$ cat src/rtl/img_pkg.sv
// Shared widths, scan states and record layouts for the raster pixel scanner.
package img_pkg;

  localparam int COORD_W = 10;
  localparam int ADDR_W  = 17;
  localparam int PIX_W   = 8;

  typedef enum logic [1:0] {
    IDLE,
    SCAN,
    DRAIN,
    DONE
  } scan_state_t;

  typedef struct packed {
    logic [COORD_W-1:0] x;
    logic [COORD_W-1:0] y;
    logic [ADDR_W-1:0]  addr;
  } pix_meta_t;

  typedef struct packed {
    logic [COORD_W-1:0] x;
    logic [COORD_W-1:0] y;
    logic [ADDR_W-1:0]  addr;
    logic [PIX_W-1:0]   pixel;
  } fifo_entry_t;

  localparam int ENTRY_W = $bits(fifo_entry_t);

endpackage

$ cat src/rtl/pixel_fifo.sv
// Show-ahead synchronous FIFO: dout presents the oldest entry whenever !empty.
module pixel_fifo #(
  parameter int WIDTH = 45,
  parameter int DEPTH = 4,
  localparam int PTR_W = (DEPTH > 1) ? $clog2(DEPTH) : 1,
  localparam int CNT_W = $clog2(DEPTH + 1)
) (
  input  logic             clk,
  input  logic             rst_n,
  input  logic             flush,
  input  logic             push,
  input  logic [WIDTH-1:0] din,
  input  logic             pop,
  output logic [WIDTH-1:0] dout,
  output logic             empty,
  output logic [CNT_W-1:0] count
);

  logic [WIDTH-1:0] mem [DEPTH];
  logic [PTR_W-1:0] wr_ptr;
  logic [PTR_W-1:0] rd_ptr;
  logic             do_push;
  logic             do_pop;

  assign empty   = (count == '0);
  assign do_push = push && (count != CNT_W'(DEPTH));
  assign do_pop  = pop && !empty;
  assign dout    = mem[rd_ptr];

  always_ff @(posedge clk) begin
    if (!rst_n || flush) begin
      wr_ptr <= '0;
      rd_ptr <= '0;
      count  <= '0;
    end else begin
      if (do_push) wr_ptr <= wr_ptr + 1'b1;
      if (do_pop)  rd_ptr <= rd_ptr + 1'b1;
      if (do_push && !do_pop)      count <= count + 1'b1;
      else if (do_pop && !do_push) count <= count - 1'b1;
    end
  end

  // Storage needs no reset: nothing is visible until count says so.
  always_ff @(posedge clk) begin
    if (do_push) mem[wr_ptr] <= din;
  end

endmodule

$ cat src/rtl/pixel_scan_ctrl.sv
// Raster scan sequencer: issues pixel-memory reads, tags returning data with
// (x, y, addr) and queues it for the downstream pipeline under credit control.
module pixel_scan_ctrl
  import img_pkg::*;
#(
  parameter int IMG_W      = 320,
  parameter int IMG_H      = 240,
  parameter int MEM_LAT    = 2,
  parameter int FIFO_DEPTH = 4
) (
  input  logic               clk,
  input  logic               rst_n,
  input  logic               start,
  input  logic               abort,
  output logic               busy,
  output logic               done,
  output logic               mem_rd,
  output logic [ADDR_W-1:0]  mem_addr,
  input  logic [PIX_W-1:0]   mem_data,
  output logic               out_valid,
  input  logic               out_ready,
  output logic [COORD_W-1:0] out_x,
  output logic [COORD_W-1:0] out_y,
  output logic [ADDR_W-1:0]  out_addr,
  output logic [PIX_W-1:0]   out_pixel
);

  localparam int CNT_W = $clog2(FIFO_DEPTH + 1);

  scan_state_t        state;
  logic [COORD_W-1:0] x_cnt, y_cnt;
  logic [ADDR_W-1:0]  addr_cnt;
  logic [COORD_W-1:0] rd_x, rd_y;
  logic [CNT_W-1:0]   outstanding;

  logic [COORD_W-1:0] cur_x, cur_y;
  logic [ADDR_W-1:0]  cur_addr;
  logic               last_col, last_pix;
  logic               issue, pop, room;

  logic [MEM_LAT-1:0] d_valid;
  pix_meta_t          d_meta [MEM_LAT];

  logic               fifo_empty;
  logic [CNT_W-1:0]   fifo_count;
  logic               unused_fifo_count;
  fifo_entry_t        head;
  fifo_entry_t        wr_entry;

  assign out_valid = !fifo_empty;
  assign pop       = out_valid && out_ready;
  // A pop in the same cycle frees a credit, which keeps the pipe full at 1 pixel/cycle.
  assign room      = (outstanding < CNT_W'(FIFO_DEPTH)) || pop;
  assign unused_fifo_count = ^fifo_count;

  always_comb begin
    cur_x    = x_cnt;
    cur_y    = y_cnt;
    cur_addr = addr_cnt;
    if (state == IDLE) begin
      cur_x    = '0;
      cur_y    = '0;
      cur_addr = '0;
    end
    last_col = (cur_x == COORD_W'(IMG_W - 1));
    last_pix = last_col && (cur_y == COORD_W'(IMG_H - 1));
    issue    = 1'b0;
    if (!abort) begin
      if (state == IDLE)      issue = start;
      else if (state == SCAN) issue = room;
    end
  end

  always_ff @(posedge clk) begin
    if (!rst_n || abort) begin
      state       <= IDLE;
      busy        <= 1'b0;
      done        <= 1'b0;
      mem_rd      <= 1'b0;
      mem_addr    <= '0;
      rd_x        <= '0;
      rd_y        <= '0;
      x_cnt       <= '0;
      y_cnt       <= '0;
      addr_cnt    <= '0;
      outstanding <= '0;
    end else begin
      mem_rd <= issue;
      done   <= 1'b0;
      if (issue) begin
        mem_addr <= cur_addr;
        rd_x     <= cur_x;
        rd_y     <= cur_y;
        x_cnt    <= last_col ? '0 : cur_x + 1'b1;
        y_cnt    <= last_col ? cur_y + 1'b1 : cur_y;
        addr_cnt <= cur_addr + 1'b1;
      end
      if (issue && !pop)      outstanding <= outstanding + 1'b1;
      else if (pop && !issue) outstanding <= outstanding - 1'b1;

      case (state)
        IDLE: begin
          if (issue) begin
            state <= last_pix ? DRAIN : SCAN;
            busy  <= 1'b1;
          end
        end
        SCAN: begin
          if (issue && last_pix) state <= DRAIN;
        end
        DRAIN: begin
          if (outstanding == '0) begin
            state <= DONE;
            busy  <= 1'b0;
            done  <= 1'b1;
          end
        end
        default: state <= IDLE;
      endcase
    end
  end

  // Tag pipeline matching the fixed memory read latency.
  always_ff @(posedge clk) begin
    if (!rst_n || abort) begin
      d_valid <= '0;
    end else begin
      d_valid[0] <= mem_rd;
      for (int i = 1; i < MEM_LAT; i++) d_valid[i] <= d_valid[i-1];
    end
  end

  always_ff @(posedge clk) begin
    d_meta[0] <= '{x: rd_x, y: rd_y, addr: mem_addr};
    for (int i = 1; i < MEM_LAT; i++) d_meta[i] <= d_meta[i-1];
  end

  assign wr_entry = '{x:     d_meta[MEM_LAT-1].x,
                      y:     d_meta[MEM_LAT-1].y,
                      addr:  d_meta[MEM_LAT-1].addr,
                      pixel: mem_data};

  pixel_fifo #(
    .WIDTH (ENTRY_W),
    .DEPTH (FIFO_DEPTH)
  ) u_fifo (
    .clk   (clk),
    .rst_n (rst_n),
    .flush (abort),
    .push  (d_valid[MEM_LAT-1]),
    .din   (wr_entry),
    .pop   (pop),
    .dout  (head),
    .empty (fifo_empty),
    .count (fifo_count)
  );

  assign out_x     = out_valid ? head.x     : '0;
  assign out_y     = out_valid ? head.y     : '0;
  assign out_addr  = out_valid ? head.addr  : '0;
  assign out_pixel = out_valid ? head.pixel : '0;

endmodule
$ cat config.mk
export PLATFORM = sky130hd
export DESIGN_NAME = pixel_scan_ctrl
export DESIGN_NICKNAME = d
export VERILOG_FILES = /design/src/rtl/img_pkg.sv /design/src/rtl/pixel_fifo.sv /design/src/rtl/pixel_scan_ctrl.sv
export SDC_FILE = /design/constraint.sdc
export NUM_CORES = 1
export LEC_CHECK = 0
export CAP_MARGIN = 40
export CORE_MARGIN = 1
export CORE_UTILIZATION = 57
export CTS_CLUSTER_SIZE = 14
export DETAILED_ROUTE_END_ITERATION = 6
export GPL_TIMING_DRIVEN = 0
export PLACE_DENSITY = 0.78
export SYNTH_ARGS = -nofsm -noshare
export SYNTH_HDL_FRONTEND = slang
export SYNTH_HIERARCHICAL = 1
export SYNTH_SLANG_ARGS = --single-unit
$ cat constraint.sdc
create_clock -name clk -period 7.05 [get_ports clk]
set_clock_uncertainty 0.15 [all_clocks]
set_input_delay 1.0575 -clock clk [delete_from_list [all_inputs] [get_ports clk]]
set_output_delay 1.0575 -clock clk [all_outputs]
set_load 0.02 [all_outputs]
==> results by group <==
Status
  – Status: finished clean

Timing
  – Final worst-path cycle share: 57.2%
  – Least-Margin Pin Slew: 714 ps
  – Max Clk Rate: 248 MHz
  – Hold Vio Cnt, Final: 0
  – Max_slew headroom: 51.9%
  – Setup total negative slack: 0 ps
  – Final hold slack: 172 ps
  – Max-slew violation count: 0
  – Tmin final: 4030 ps
  – RSZ-0062 raised after global routing: no
  – Finish-stage setup viols: 0

Clocking
  – Setup bufs post-CTS: 0
  – # clock sinks: 347
  – CTS tree: yes
  – Root Buffer Master: clkbuf_16
  – Clk buf depth: 3
  – CTS Hold Buffers Added: 0
  – CTS Buf Count: 34
  – Clk slew on worst S/H paths: 60 ps
  – H-tree Lvls: 2
  – Post-cts sizing count: 0
  – Clock latency on the worst-skew pair: 500 ps

Floorplanning
  – Die area: 22900 µm²
  – Die X-Extent: 151 µm
  – Die Ht: 151 µm
  – Number of I/O pins: 79
  – # rows: 54
  – Starting Density: 58.2%
  – Core area: 21800 µm²

Synth
  – Top post-synthesis cells by area: edfxtp_1 43%, dfxtp_1 26%, mux4_2 8.0%
  – Main synth FF type: edfxtp_1
  – Sequential area share after synthesis: 68.9%
  – Cell area after synthesis: 12700 µm²
  – Ys async rst share: 0%
  – Post-synthesis net count: 911
  – Yosys top cell area share: 42.5%
  – Number of synthesized flops with an enable pin: 180
  – Synthesis-stage register bit count: 347
  – Synth Instances: 883
  – Synth cell types: 65
  – Syn_area_per_cell: 14.4 µm²
  – Cell taking the most area after synthesis: edfxtp_1
  – Yosys warnings: 6

Power
  – Lkg Pwr: 0.00535 µW
  – Switching Share: 19.5%
  – Clock power share: 45.4%
  – Maximum VDD drop: 173 µV
  – Pwr dens: 269 nW/µm²
  – Switching power: 792 µW
  – Comb pwr share: 2.3%
  – Seq pwr share: 52.3%
  – Internal: 3270 µW

Routing
  – WL/cell: 20.8 µm
  – Via count: 7592
  – DR pass1 iterations: 5
  – ANT nets after route: 0
  – Residual DRC: 0
  – Via density: 5.82
  – Routed wire length: 27.2 mm
  – Starting DRT DRC Count: 601

Global route
  – Initial antenna violation count: 0
  – Vias in the first global route: 7423
  – Global Route Usage Sum: 24.4%
  – Remaining global-route overflow: 0
  – First-pass GRT wire length: 41.5 mm
  – Largest net degree at the start of global routing: 34

Worst setup path
  – Critical setup path kind: register to output pin
  – Flop2flop setup slack: 3250 ps
  – CP endpoint kind: output pin
  – Worst setup SP type: register
  – Worst Path Arrival: 2830 ps
  – Crit path required time: 5840 ps
  – Max FO, Critical Path: 10

Finish
  – Final instance area: 15100 µm²
  – Antenna Cells: 0
  – Post-Layout Cell Count: 1305
  – Share of layout cells above drive strength 1: 14.3%
  – Fill cell count: 1459
  – Leading cell type in the layout, fill and taps excluded: edfxtp_1
  – Layout area overhead: 18.8%
  – Most frequent cells in the layout: 180 x edfxtp_1, 167 x dfxtp_1, 78 x clkdlybuf4s50_1
  – Final nets: 1030

Placement
  – Post-DP HPWL: 16.8 mm
  – # placed instances: 1246
  – Global placement routability congestion: 0.931
  – Area after DPL: 13900 µm²
  – Port buffer count: 78

Job
  – Max_cap viols: 0

Hold path
  – Worst hold path type: register to register
[routing by layer]
metal	vias to the layer above	share of wire, %	global-route usage (%)
met5	-	0	0
met4	0	3.2	8.10
met3	56	6.2	3.58
met2	326	50	41.3
met1	3720	40	32.2
li1	3490	-	-
[final cells by class]
| cell class | count | area (µm²) | share of cell area, % |
|---|---|---|---|
| Inverter | 14 | 52.6 | 0.348 |
| Multi-Input combinational cell | 475 | 3680 | 24.4 |
| Clock buffer | 50 | 1030 | 6.85 |
| Sequential cell | 347 | 8750 | 58.0 |
| Timing Repair Buffer | 83 | 876 | 5.80 |
| Tap cell | 280 | 350 | 2.32 |
| Clock inverter | 9 | 124 | 0.821 |
| Buffer | 47 | 219 | 1.45 |
[worst paths after layout]
path,start,end,cells past startpoint
worst max-delay path,register,out_addr[3],5
worst min-delay path,d_meta[0][32]$_DFF_P_,d_meta[0][69]$_DFF_P_,0
worst max register to register,state[0]$_SDFFE_PP0P_,y_cnt[9]$_SDFFE_PP0P_,13
worst min register to register,d_meta[0][32]$_DFF_P_,d_meta[0][69]$_DFF_P_,0
[critical path, stage by stage, from the launching register on]
cell,delay [ps]
dfxtp_1,300
buf_2,330
clkbuf_1,560
mux4_2,440
nor2b_1,150
clkdlybuf4s50_1,540
[per-stage QoR]
step / setup WS (ps) / utilization, % / power (µW)
after floorplan: 3830 / - / 2220
after global placement: 2850 / 63.4 / 2260
after detailed placement: 2830 / 63.8 / 2260
after CTS: 2960 / 69.1 / 4080
after global routing: 2880 / 69.1 / 4170
final: 3020 / 69.1 / 4060
[state kept, by name, indices dropped and copies added, names as in the netlist, 2 cells and up, named ones only]
| register | flops |
|---|---|
| addr_cnt | 17 |
| d_meta | 74 |
| d_valid | 2 |
| mem_addr | 17 |
| outstanding | 3 |
| rd_x | 10 |
| rd_y | 10 |
| state | 2 |
| u_fifo/count | 3 |
| u_fifo/mem | 180 |
| u_fifo/rd_ptr | 2 |
| u_fifo/wr_ptr | 2 |
| x_cnt | 10 |
| y_cnt | 10 |
[Yosys cell counts (2+ instances only)]
cell,n
and4_1,4
fa_1,2
edfxtp_1,180
a22oi_1,2
ha_1,13
inv_2,2
o311ai_0,2
buf_2,10
and2_1,5
a21oi_1,44
nand3_1,36
dfxtp_1,167
o221a_2,12
a21o_1,2
xor2_1,13
buf_1,4
nor2_1,40
inv_1,11
clkbuf_1,27
nand3b_1,2
nor2b_1,68
nand2b_1,7
and3_2,4
mux4_2,45
xnor2_1,10
a311oi_1,2
nand2_1,71
o21ai_0,17
buf_6,2
a31oi_1,3
nand4_1,7
and3_1,8
buf_4,4
or3_1,3
and4b_1,4
o21a_1,2
a32o_1,2
mux2i_1,4
nor4_1,5
nor3_1,10
a211oi_1,3
[power groups by stage]
stage                     clock network [µW]  logic, µW  registers (µW)
after global placement                     0       90.2            2170
after detailed placement                   0       91.5            2170
after global routing                    1950       99.4            2120
after floorplan                            0       50.0            2170
final                                   1840       94.0            2120
after CTS                               1870       92.4            2120
[cells by family after synthesis]
family	share of synthesized area (%)
xor+xnor	1.59
flops	68.9
fa+ha+maj	1.60
compound gates	5.31
mux	8.38
simple gates	12.1
buf+inv	2.14
(Power assumes the default switching activity.)
